--- src/rtl/ifetch.sv ---
// ifetch: instruction fetch stage with redirect, hazard stall, HALT detection and
// a multi-cycle instruction-memory handshake.
module ifetch #(
  parameter logic [31:0] RESET_PC = 32'h0000_0000,
  parameter logic [31:0] NOP_INST = 32'hFC00_0000
) (
  input  logic        clk1,
  input  logic        reset,
  input  logic        stall_f_hz,
  input  logic        branch_taken_f_ex,
  input  logic [31:0] branch_target_f_ex,
  output logic        imem_req,
  output logic [31:0] imem_addr,
  input  logic        imem_ack,
  input  logic [31:0] imem_rdata,
  output logic [31:0] inst_2_id,
  output logic [31:0] pc4_out_2_id,
  output logic        inst_valid_2_id,
  output logic        halted,
  output logic [15:0] fetch_cnt
);
  typedef enum logic [1:0] {S_FETCH, S_STALL, S_HALT} state_t;
  state_t      r_state, w_state;
  logic        r_run, r_valid, w_valid;
  logic [31:0] r_pc, w_pc, r_inst, w_inst, r_pc4, w_pc4, w_pc_inc;
  logic [15:0] r_cnt, w_cnt;
  assign w_pc_inc        = r_pc + 32'd4;
  assign imem_req        = r_run && r_state == S_FETCH && !stall_f_hz;
  assign imem_addr       = r_pc;
  assign inst_2_id       = r_inst;
  assign pc4_out_2_id    = r_pc4;
  assign inst_valid_2_id = r_valid;
  assign halted          = r_state == S_HALT;
  assign fetch_cnt       = r_cnt;
  always_comb begin
    w_state = r_state;
    w_pc    = r_pc;
    w_inst  = r_inst;
    w_pc4   = r_pc4;
    w_valid = r_valid;
    w_cnt   = r_cnt;
    if (branch_taken_f_ex) begin
      w_state = S_FETCH;
      w_pc    = {branch_target_f_ex[31:2], 2'b00};
      w_inst  = NOP_INST;
      w_valid = 1'b0;
    end else if (r_state == S_HALT) begin
      w_inst  = NOP_INST;
      w_valid = 1'b0;
    end else if (stall_f_hz) begin
      w_state = S_STALL;
    end else if (r_state == S_STALL) begin
      w_state = S_FETCH;
    end else if (imem_ack) begin
      w_state = imem_rdata[31:26] == 6'b010001 ? S_HALT : S_FETCH;
      w_pc    = w_pc_inc;
      w_inst  = imem_rdata;
      w_pc4   = w_pc_inc;
      w_valid = 1'b1;
      w_cnt   = r_cnt == 16'hFFFF ? r_cnt : r_cnt + 16'd1;
    end else begin
      w_inst  = NOP_INST;
      w_valid = 1'b0;
    end
  end
  // r_run delays operation by one edge so reset release is taken synchronously
  always_ff @(posedge clk1 or negedge reset) begin
    if (!reset) begin
      r_run   <= 1'b0;
      r_state <= S_FETCH;
      r_pc    <= RESET_PC;
      r_inst  <= NOP_INST;
      r_pc4   <= 32'd0;
      r_valid <= 1'b0;
      r_cnt   <= 16'd0;
    end else if (!r_run) begin
      r_run   <= 1'b1;
    end else begin
      r_state <= w_state;
      r_pc    <= w_pc;
      r_inst  <= w_inst;
      r_pc4   <= w_pc4;
      r_valid <= w_valid;
      r_cnt   <= w_cnt;
    end
  end
endmodule

--- config.mk ---
export PLATFORM = sky130hd
export DESIGN_NAME = ifetch
export DESIGN_NICKNAME = d
export VERILOG_FILES = /design/src/rtl/ifetch.sv
export SDC_FILE = /design/constraint.sdc
export NUM_CORES = 1
export LEC_CHECK = 0
export CAP_MARGIN = 20
export CORE_MARGIN = 10
export CORE_UTILIZATION = 35
export CTS_CLUSTER_SIZE = 40
export DETAILED_ROUTE_END_ITERATION = 7
export PLACE_DENSITY_LB_ADDON = 0.3
export RECOVER_POWER = 50
export SLEW_MARGIN = 20
export SYNTH_ARGS = -nofsm -noshare
export SYNTH_HDL_FRONTEND = slang
export SYNTH_SLANG_ARGS = --single-unit
--- constraint.sdc ---
create_clock -name clk1 -period 4.7 [get_ports clk1]
set_input_delay 0.94 -clock clk1 [delete_from_list [all_inputs] [get_ports clk1]]
set_output_delay 0.94 -clock clk1 [all_outputs]
set_load 0.01 [all_outputs]
Word level (Yosys, flattened, before mapping)
Index checks and enable logic that the tools add are counted.
{"block": "word_totals", "reg_bits": 116, "input_bits": 69, "output_inout_bits": 115, "wordCells": 55}
{"block": "op_classes", "addsub": 2, "n_eq_ne": 9, "muxes": 21, "bitwise": 5, "reduce_logical": 11}
{"cell": "$mux W32", "count": 10}
{"cell": "$add A32 B3 Y32 const B", "count": 1}
{"cell": "$add A16 B1 Y16 const B", "count": 1}
{"cell": "$eq A16 B16 Y1 const B", "count": 1}
{"cell": "$mux W2", "count": 6}
{"cell": "$reduce_and A7 Y1", "count": 1}
{"cell": "$eq A6 B5 Y1 const B", "count": 1}
{"cell": "$reduce_and A3 Y1", "count": 2}
{"cell": "$reduce_and A6 Y1", "count": 1}
{"cell": "$mux W1", "count": 5}
{"cell": "$not A1 Y1", "count": 5}
{"cell": "$reduce_and A5 Y1", "count": 1}
{"cell": "$ne A2 B2 Y1 const B", "count": 2}
{"cell": "$reduce_bool A4 Y1", "count": 1}
{"cell": "$ne A3 B1 Y1 const B", "count": 1}
{"cell": "$ne A3 B3 Y1 const B", "count": 1}
{"cell": "$eq A2 B1 Y1 const B", "count": 1}
{"cell": "$eq A2 B2 Y1 const B", "count": 1}
{"cell": "$logic_and A1 B1 Y1", "count": 2}
{"cell": "$logic_not A2 Y1", "count": 1}
{"cell": "$ne A2 B1 Y1 const B", "count": 1}
{"cell": "$reduce_bool A2 Y1", "count": 1}
{"cell": "$logic_not A1 Y1", "count": 1}

Logic depth before layout (Yosys ltp)
Gate-level depths: netlist of the first run.
{"block": "depth", "word_depth": 7, "depth_mapped": 9, "mapped_depth_nobuf": 7}

Worst setup path after synthesis of the first run
Ideal clock, no wire load.
{"block": "synth_path", "path_type": "input-to-reg", "start": "input port stall_f_hz", "end": "register r_cnt[1], in the netlist fetch_cnt[1]", "arrival_time_ns": 2.171, "required_ns": 4.575, "setup_slack_ns": 2.405, "cell_stages": 6, "n_path_buf": 2, "cell_sequence": "nor3_1 > and3_1 > buf_2 > o21a_1 > clkbuf_1 > mux2_2"}
{"block": "synth_between", "elab_chain_cells": 2}
{"element": "from (decl)", "line_no": "9", "text": "input logic stall_f_hz,"}
{"element": "$not A1 Y1 (no source line)"}
{"element": "$reduce_and A7 Y1 (no source line)"}
{"element": "to (signal assigned)", "line_no": "84", "text": "r_cnt <= w_cnt;"}
{"element": "to (decl)", "line_no": "26", "text": "logic [15:0] r_cnt, w_cnt;"}
Every way passes these cells.
A chain may end at the register's enable or synchronous reset.

Final worst setup path of the first run
{"block": "layout_path", "start": "input port branch_taken_f_ex", "end": "register r_pc[15], in the netlist imem_addr[15]"}
{"block": "layout_between", "elab_chain_cells": 2, "word_cells_on_any_way": 6}
{"element": "from (decl)", "line_no": "10", "text": "input logic branch_taken_f_ex,"}
{"element": "$ne A2 B2 Y1 (no source line), or another cell as far along"}
{"element": "$reduce_and A5 Y1 (no source line)"}
{"element": "to (signal assigned)", "line_no": "80", "text": "r_pc <= w_pc;"}
{"element": "to (decl)", "line_no": "25", "text": "logic [31:0] r_pc, w_pc, r_inst, w_inst, r_pc4, w_pc4, w_pc_inc;"}
Parallel ways exist; a longest one is shown, timed or not.

==> impl_metrics.prom, run 1 <==
# TYPE chip_impl_metric gauge
chip_impl_metric{name="wirelength",unit="um"} 17080
chip_impl_metric{name="grt_start_max_net_pins",unit=""} 84
chip_impl_metric{name="cts_setup_buffers",unit=""} 0
chip_impl_info{name="timing.hold.worst.class",value="register to register"} 1
chip_impl_metric{name="fin_crit",unit="ns"} 3.582
chip_impl_metric{name="post_synth_num_cell_types",unit=""} 52
chip_impl_info{name="r2r-start",value="r_state[0]$_DFFE_PN0P_"} 1
chip_impl_metric{name="post_synthesis_cell_count",unit=""} 537
chip_impl_metric{name="grt_pass1_wl",unit="um"} 26390
chip_impl_metric{name="maxCapViolCount",unit=""} 2
chip_impl_metric{name="tns",unit="ns"} 0
chip_impl_metric{name="clk_transition_reported_paths",unit="ns"} 0.08
chip_impl_metric{name="power_density",unit="nW/um2"} 380.6
chip_impl_metric{name="drc",unit=""} 0
chip_impl_metric{name="drt_pass1_iterations",unit=""} 5
chip_impl_metric{name="ys_seq_elements",unit=""} 112
chip_impl_metric{name="final_layout_size_suffix_gt1_share",unit="%"} 6.000
chip_impl_metric{name="wire_per_inst",unit="um"} 19.23
chip_impl_metric{name="post_dr_vias_cell",unit=""} 5.348
chip_impl_metric{name="globalRouteOverflowTotal",unit=""} 0
chip_impl_metric{name="r2r_cells",unit=""} 7
chip_impl_metric{name="whs",unit="ns"} 0.4938
chip_impl_metric{name="report.final.hold_viol_count",unit=""} 0
chip_impl_metric{name="power_leakage",unit="nW"} 3.150
chip_impl_info{name="unrepaired_setup_endpoints_after_global_routing",value="no"} 1
chip_impl_metric{name="portBuffers",unit=""} 177
chip_impl_metric{name="num-fill-cells",unit=""} 1411
chip_impl_metric{name="cts_buffer_depth",unit=""} 2
chip_impl_metric{name="total_i_o_pin_count",unit=""} 184
chip_impl_info{name="hold_path_end",value="inst_2_id[23]$_DFFE_PN0P_"} 1
chip_impl_metric{name="period_share",unit="%"} 76.22
chip_impl_info{name="synth_top_flop_cell",value="sky130_fd_sc_hd__dfrtp_1"} 1
chip_impl_metric{name="htree_num_levels",unit=""} 3
chip_impl_info{name="worst_setup_path_start_kind",value="primary input"} 1
chip_impl_metric{name="drt-initial-drc-count",unit=""} 352
chip_impl_metric{name="width_of_the_die",unit="um"} 144.3
chip_impl_metric{name="antenna_violating_nets_post_route",unit=""} 0
chip_impl_metric{name="finalWeightedCongestion",unit=""} 0.8523
chip_impl_metric{name="async_flop_share",unit="%"} 100.0
chip_impl_metric{name="synth_seq_area_share",unit="%"} 51.93
chip_impl_info{name="critPathCaptureType",value="register"} 1
chip_impl_metric{name="die_area",unit="um2"} 20840
chip_impl_metric{name="fmaxAchievable",unit="MHz"} 279.2
chip_impl_metric{name="critPathMaxFanout",unit=""} 50
chip_impl_metric{name="setup_viol",unit=""} 0
chip_impl_metric{name="worst_ep_arrival_time",unit="ns"} 3.84
chip_impl_metric{name="max-slew-margin-rel",unit="%"} -44.70
chip_impl_metric{name="edff_count_synth",unit=""} 0
chip_impl_metric{name="fin_worst_skew",unit="ns"} 0.01089
chip_impl_metric{name="setup.reg_to_reg.worst_slack",unit="ns"} 2.06
chip_impl_metric{name="synth.avg_cell_area",unit="um2"} 10.08
chip_impl_info{name="most_common_library_cell_in_the_layout_ignoring_fill_and_taps",value="sky130_fd_sc_hd__clkdlybuf4s50_1"} 1
chip_impl_metric{name="worst-endpoint-required",unit="ns"} 4.96
chip_impl_info{name="cts_tree",value="built"} 1
chip_impl_info{name="violations_in_the_final_reports",value="capacitance limit, slew limit"} 1
chip_impl_metric{name="clkSinkCount",unit=""} 112
chip_impl_metric{name="cts_buffers",unit=""} 9
chip_impl_info{name="final_cell_mix",value="sky130_fd_sc_hd__clkdlybuf4s50_1 (121), sky130_fd_sc_hd__dfrtp_1 (106), sky130_fd_sc_hd__dlygate4sd3_1 (54)"} 1
chip_impl_info{name="clk_root_buffer_cell",value="sky130_fd_sc_hd__clkbuf_16"} 1
chip_impl_metric{name="tightest_slew",unit="ns"} 2.170
chip_impl_metric{name="design.final.nets",unit=""} 769
chip_impl_metric{name="floorplan_core_area",unit="um2"} 15200
chip_impl_metric{name="die_h",unit="um"} 144.3
chip_impl_metric{name="row_count",unit=""} 45
chip_impl_metric{name="ctsHoldBuffers",unit=""} 0
chip_impl_info{name="hold_path.startpoint",value="inst_2_id[23]$_DFFE_PN0P_"} 1
chip_impl_metric{name="mappedNetlistArea",unit="um2"} 5411
chip_impl_metric{name="yosys_warnings",unit=""} 0
chip_impl_metric{name="worst_hold_path.num_cells",unit=""} 1
chip_impl_metric{name="grtUsageTotal",unit="%"} 15.96
chip_impl_metric{name="num_vias",unit=""} 4749
chip_impl_info{name="r2r_end",value="fetch_cnt[14]$_DFFE_PN0P_"} 1
chip_impl_info{name="run_status",value="finished, violations left"} 1
chip_impl_metric{name="clock_latency_on_the_worst_skew_pair",unit="ns"} 0.35
chip_impl_metric{name="final_standard_cell_utilization_of_the_core",unit="%"} 50.33
chip_impl_metric{name="antenna_cells_inserted",unit=""} 0
chip_impl_info{name="timing_worst_setup_path_type",value="primary input to register"} 1
chip_impl_metric{name="vias_in_the_first_global_route",unit=""} 4704
chip_impl_metric{name="areaGrowthSynthToFinish",unit="%"} 41.39
chip_impl_metric{name="dpl.hpwl",unit="um"} 12230
chip_impl_metric{name="initial_utilization",unit="%"} 35.60
chip_impl_metric{name="maxSlewViolCount",unit=""} 135
chip_impl_metric{name="resized_cells_post_cts",unit=""} 0
chip_impl_metric{name="vdd_drop_max",unit="mV"} 0.1741
chip_impl_metric{name="grt_antenna_before_repair",unit=""} 0
## sequential cells by signal, summed over array words and instances (netlist names)
name / cells
inst_valid_2_id: 1
pc4_out_2_id: 30
r_run: 1
r_state: 2
inst_2_id: 32
fetch_cnt: 16
imem_addr: 30
## cell families (layout without fill, tap and decap cells)
logic type | Yosys count | in the layout | synth area share, %
AO/OA/AOI/OAI | 147 | 147 | 17.78
AND/OR/NAND/NOR | 176 | 176 | 17.30
adder cells (fa/ha/maj) | 5 | 5 | 1.156
multiplexers | 6 | 6 | 1.179
other | 2 | 5 | 0.1388
XOR/XNOR | 42 | 42 | 6.798
buffers and inverters | 47 | 207 | 3.722
flip-flops | 112 | 112 | 51.93
## cells in the mapped netlist, types with 4 or more instances
library cell / count / area, um2
sky130_fd_sc_hd__dfrtp_1: 106 / 2653
sky130_fd_sc_hd__a21oi_1: 50 / 250.2
sky130_fd_sc_hd__nor2_1: 46 / 172.7
sky130_fd_sc_hd__nand2_1: 35 / 131.4
sky130_fd_sc_hd__a22o_1: 26 / 227.7
sky130_fd_sc_hd__nand3_1: 26 / 130.1
sky130_fd_sc_hd__clkbuf_1: 25 / 93.84
sky130_fd_sc_hd__o21ai_0: 25 / 125.1
sky130_fd_sc_hd__xnor2_1: 21 / 183.9
sky130_fd_sc_hd__xor2_1: 21 / 183.9
sky130_fd_sc_hd__nand4_1: 16 / 100.1
sky130_fd_sc_hd__and3_1: 14 / 87.58
sky130_fd_sc_hd__nor3_1: 10 / 50.05
sky130_fd_sc_hd__inv_1: 8 / 30.03
sky130_fd_sc_hd__nor4_1: 8 / 50.05
sky130_fd_sc_hd__o22a_1: 8 / 70.07
sky130_fd_sc_hd__o22ai_1: 8 / 50.05
sky130_fd_sc_hd__a2bb2oi_1: 6 / 52.55
sky130_fd_sc_hd__dfstp_2: 6 / 157.7
sky130_fd_sc_hd__a22oi_1: 5 / 37.54
sky130_fd_sc_hd__buf_4: 5 / 37.54
sky130_fd_sc_hd__ha_1: 5 / 62.56
sky130_fd_sc_hd__a31oi_1: 4 / 25.02
sky130_fd_sc_hd__buf_1: 4 / 15.01
sky130_fd_sc_hd__buf_2: 4 / 20.02
sky130_fd_sc_hd__o21a_1: 4 / 30.03
sky130_fd_sc_hd__o311ai_0: 4 / 35.03
## power breakdown
group	switching (mW)	internal [mW]	leakage, nW
Sequential	0.168	1.12	1.36
Combinational	0.346	0.414	1.62
Clock	0.366	0.501	0.166
## critical path: stages
cell	delay [ns]
sky130_fd_sc_hd__clkbuf_1	1.51
sky130_fd_sc_hd__o21a_1	0.86
sky130_fd_sc_hd__o21ai_0	0.24
sky130_fd_sc_hd__a22oi_1	0.28
## worst max-delay path by stage
stage | start | endpoint | slack [ns] | cells past startpoint
after floorplan | stall_f_hz | fetch_cnt[1]$_DFFE_PN0P_ | 2.40 | 6
after global placement | stall_f_hz | fetch_cnt[10]$_DFFE_PN0P_ | 1.46 | 6
after detailed placement | stall_f_hz | fetch_cnt[14]$_DFFE_PN0P_ | 1.37 | 6
after CTS | stall_f_hz | imem_req | 1.48 | 3
after global routing | branch_taken_f_ex | imem_addr[15]$_DFFE_PN0P_ | 0.82 | 4
final | branch_taken_f_ex | imem_addr[15]$_DFFE_PN0P_ | 1.12 | 4
## final cells by class
class	count	area, um2	area share (%)
Clock inverter	5	86.33	1.128
Inverter	8	30.03	0.3925
Clock buffer	11	252.7	3.303
Tap cell	188	235.2	3.074
Timing Repair Buffer	183	1813	23.70
Sequential cell	112	2810	36.73
Multi-Input combinational cell	381	2424	31.68
## per-layer routing
metal | part of all wire (%) | vias to the layer above | wire length [um] | track usage, %
met5 | 0 | - | 0 | 0
met4 | 1.5 | 0 | 253 | 4.681
met3 | 6.4 | 15 | 1100 | 4.395
met2 | 50 | 128 | 8460 | 26.53
met1 | 43 | 2344 | 7265 | 19.75
li1 | - | 2262 | - | -
## through the flow
step | power [mW] | setup slack, ns | std cells | cell area, um2
final | 2.912 | 1.118 | 888 | 7651
after global placement | 2.084 | 1.457 | 871 | 7301
after CTS | 2.990 | 1.478 | 887 | 7640
after global routing | 3.076 | 0.8161 | 888 | 7651
after floorplan | 1.616 | 2.405 | 540 | 5423
after detailed placement | 2.110 | 1.371 | 871 | 7301
No activity file was read; power rests on OpenSTA's default activity.
==> inputs of run 2 (changes only) <==
- clock period: 4.7 -> 3.5 ns (I/O delays scaled with it)
==> impl_metrics.prom, run 2 (same netlist as run 1, synthesis figures left out) <==
# TYPE chip_impl_metric gauge
chip_impl_metric{name="die_area",unit="um2"} 20840
chip_impl_metric{name="post_placement_cell_area",unit="um2"} 7343
chip_impl_metric{name="fin_crit",unit="ns"} 2.847
chip_impl_metric{name="grt_antenna_before_repair",unit=""} 2
chip_impl_metric{name="final_critical_path_setup_slack",unit="ns"} 0.6535
chip_impl_metric{name="cts_buffer_depth",unit=""} 2
chip_impl_metric{name="power_leakage",unit="nW"} 3.141
chip_impl_metric{name="cts_buffers",unit=""} 9
chip_impl_metric{name="drt_pass1_iterations",unit=""} 5
chip_impl_metric{name="wire_per_inst",unit="um"} 18.96
chip_impl_metric{name="switchingPower",unit="mW"} 1.193
chip_impl_info{name="worst_setup_path_start_kind",value="primary input"} 1
chip_impl_metric{name="resized_cells_post_cts",unit=""} 0
chip_impl_metric{name="clock_latency_on_the_worst_skew_pair",unit="ns"} 0.35
chip_impl_metric{name="die_h",unit="um"} 144.3
chip_impl_metric{name="grt_start_max_net_pins",unit=""} 61
chip_impl_info{name="unrepaired_setup_endpoints_after_global_routing",value="no"} 1
chip_impl_metric{name="p_comb_share",unit="%"} 26.9
chip_impl_metric{name="tns",unit="ns"} 0
chip_impl_metric{name="num_vias",unit=""} 4729
chip_impl_metric{name="tightest_slew",unit="ns"} 1.434
chip_impl_metric{name="whs",unit="ns"} 0.4791
chip_impl_metric{name="final_standard_cell_utilization_of_the_core",unit="%"} 50.38
chip_impl_metric{name="fmaxAchievable",unit="MHz"} 351.3
chip_impl_metric{name="maxCapViolCount",unit=""} 0
chip_impl_metric{name="floorplan_core_area",unit="um2"} 15200
chip_impl_metric{name="wirelength",unit="um"} 16930
chip_impl_metric{name="portBuffers",unit=""} 177
chip_impl_metric{name="period_share",unit="%"} 81.33
chip_impl_metric{name="critical_path.n_buffers_inverters",unit=""} 2
chip_impl_metric{name="worst-endpoint-required",unit="ns"} 2.80
chip_impl_info{name="cts_tree",value="built"} 1
chip_impl_metric{name="antenna_violating_nets_post_route",unit=""} 0
chip_impl_metric{name="post_dr_vias_cell",unit=""} 5.296
chip_impl_info{name="run_status",value="finished clean"} 1
chip_impl_metric{name="clk_transition_reported_paths",unit="ns"} 0.07
chip_impl_info{name="clk_root_buffer_cell",value="sky130_fd_sc_hd__clkbuf_16"} 1
chip_impl_metric{name="dpl.hpwl",unit="um"} 12430
chip_impl_metric{name="critPathMaxStageDelay",unit="ns"} 0.64
chip_impl_metric{name="globalRouteOverflowTotal",unit=""} 0
chip_impl_metric{name="fin_worst_skew",unit="ns"} 0.01136
chip_impl_info{name="critPathCaptureType",value="output port"} 1
chip_impl_metric{name="design.final.nets",unit=""} 773
chip_impl_metric{name="drt-initial-drc-count",unit=""} 262
chip_impl_metric{name="ctsHoldBuffers",unit=""} 0
chip_impl_metric{name="finalWeightedCongestion",unit=""} 0.8607
chip_impl_metric{name="width_of_the_die",unit="um"} 144.3
chip_impl_metric{name="ff_latch_area",unit="um2"} 2810
chip_impl_metric{name="final_cell_area",unit="um2"} 7659
chip_impl_metric{name="power.share.switching",unit="%"} 31.17
chip_impl_metric{name="place_ws",unit="ns"} 0.6292
chip_impl_metric{name="report.final.hold_viol_count",unit=""} 0
chip_impl_info{name="most_common_library_cell_in_the_layout_ignoring_fill_and_taps",value="sky130_fd_sc_hd__clkdlybuf4s50_1"} 1
chip_impl_info{name="final_cell_mix",value="sky130_fd_sc_hd__clkdlybuf4s50_1 (130), sky130_fd_sc_hd__dfrtp_1 (106), sky130_fd_sc_hd__a21oi_1 (50)"} 1
chip_impl_metric{name="power_report.internal_total",unit="mW"} 2.635
chip_impl_metric{name="final_layout_size_suffix_gt1_share",unit="%"} 6.392
chip_impl_metric{name="total_i_o_pin_count",unit=""} 184
chip_impl_metric{name="fin_cells",unit=""} 893
chip_impl_metric{name="vias_in_the_first_global_route",unit=""} 4655
chip_impl_metric{name="drc",unit=""} 0
chip_impl_metric{name="multiInputGateArea",unit="um2"} 2424
chip_impl_info{name="timing_worst_setup_path_type",value="primary input to output port"} 1
chip_impl_metric{name="vdd_drop_max",unit="mV"} 0.2442
chip_impl_metric{name="grt_pass1_wl",unit="um"} 25990
chip_impl_metric{name="p_clk_share",unit="%"} 28.0
chip_impl_metric{name="row_count",unit=""} 45
chip_impl_metric{name="num-fill-cells",unit=""} 1414
chip_impl_metric{name="clkSinkCount",unit=""} 112
chip_impl_metric{name="cts_setup_buffers",unit=""} 0
chip_impl_metric{name="initial_utilization",unit="%"} 35.60
chip_impl_metric{name="areaGrowthSynthToFinish",unit="%"} 41.53
chip_impl_info{name="worstPathCellList",value="dlygate4sd3_1 -> and3b_1 -> clkdlybuf4s50_1"} 1
chip_impl_metric{name="setup_viol",unit=""} 0
chip_impl_metric{name="power_density",unit="nW/um2"} 499.9
chip_impl_info{name="timing.critical_path.slowest_stage_cell",value="sky130_fd_sc_hd__dlygate4sd3_1"} 1
chip_impl_metric{name="htree_num_levels",unit=""} 3
chip_impl_metric{name="worst_ep_arrival_time",unit="ns"} 2.15
chip_impl_info{name="timing.hold.worst.class",value="register to register"} 1
chip_impl_metric{name="critPathMaxFanout",unit=""} 7
chip_impl_info{name="critPathTopFamily",value="buffers and inverters"} 1
chip_impl_metric{name="placed_cell_count",unit=""} 875
chip_impl_metric{name="p_total",unit="mW"} 3.829
chip_impl_metric{name="number_of_flip_flops_under_the_largest_register_name",unit=""} 32
chip_impl_metric{name="max-slew-margin-rel",unit="%"} 4.391
chip_impl_metric{name="grtUsageTotal",unit="%"} 15.86
chip_impl_metric{name="maxSlewViolCount",unit=""} 0
chip_impl_metric{name="seq_power_share",unit="%"} 45.1
==> run 2: power groups by stage <==
| stage | registers [mW] | logic [mW] | clock network, mW |
|---|---|---|---|
| 2_1_floorplan | 1.79 | 0.383 | 0 |
| 3_3_place_gp | 1.74 | 1.07 | 0 |
| 3_5_place_dp | 1.76 | 1.08 | 0 |
| 4_1_cts | 1.73 | 1.08 | 1.11 |
| 5_1_grt | 1.77 | 1.12 | 1.17 |
| 6_report | 1.73 | 1.03 | 1.07 |
==> run 2: cell type report <==
type / instances / share of cell area (%)
Antenna cell: 1 / 0.03267
Sequential cell: 112 / 36.69
Multi-Input combinational cell: 381 / 31.65
Inverter: 8 / 0.3921
Clock inverter: 6 / 0.9802
Tap cell: 188 / 3.071
Clock buffer: 10 / 2.990
Timing Repair Buffer: 187 / 24.20
==> run 2: worst reg2reg max path, stage by stage (launching register included) <==
cell and delay (ns):
sky130_fd_sc_hd__dfrtp_1 0.38, sky130_fd_sc_hd__inv_1 0.08, sky130_fd_sc_hd__ha_1 0.29, sky130_fd_sc_hd__nor3_1 0.25, sky130_fd_sc_hd__and3_1 0.26, sky130_fd_sc_hd__clkbuf_1 0.87, sky130_fd_sc_hd__a22o_1 0.31
==> run 2: layer usage <==
| layer | share of wire (%) | vias up | track usage [%] | wire [um] |
|---|---|---|---|---|
| met5 | 0.077 | - | 0 | 13 |
| met4 | 1.9 | 2 | 4.574 | 325 |
| met3 | 6.9 | 17 | 4.657 | 1161 |
| met2 | 49 | 136 | 26.04 | 8372 |
| met1 | 42 | 2304 | 19.75 | 7060 |
| li1 | - | 2270 | - | - |
==> run 2: final timing paths <==
| check | startpoint | endpoint | slack, ns | depth (start not counted) |
|---|---|---|---|---|
| setup / recovery | stall_f_hz | imem_req | 0.65 | 3 |
| hold / removal | fetch_cnt[4]$_DFFE_PN0P_ | fetch_cnt[4]$_DFFE_PN0P_ | 0.48 | 1 |
| setup reg to reg | r_state[0]$_DFFE_PN0P_ | inst_2_id[16]$_DFFE_PN0P_ | 1.00 | 6 |
| hold reg to reg | fetch_cnt[4]$_DFFE_PN0P_ | fetch_cnt[4]$_DFFE_PN0P_ | 0.48 | 1 |
| max in group asynchronous | reset | inst_2_id[26]$_DFFE_PN1P_ | 1.77 | 2 |
| min in group asynchronous | reset | imem_addr[9]$_DFFE_PN0P_ | 0.65 | 1 |
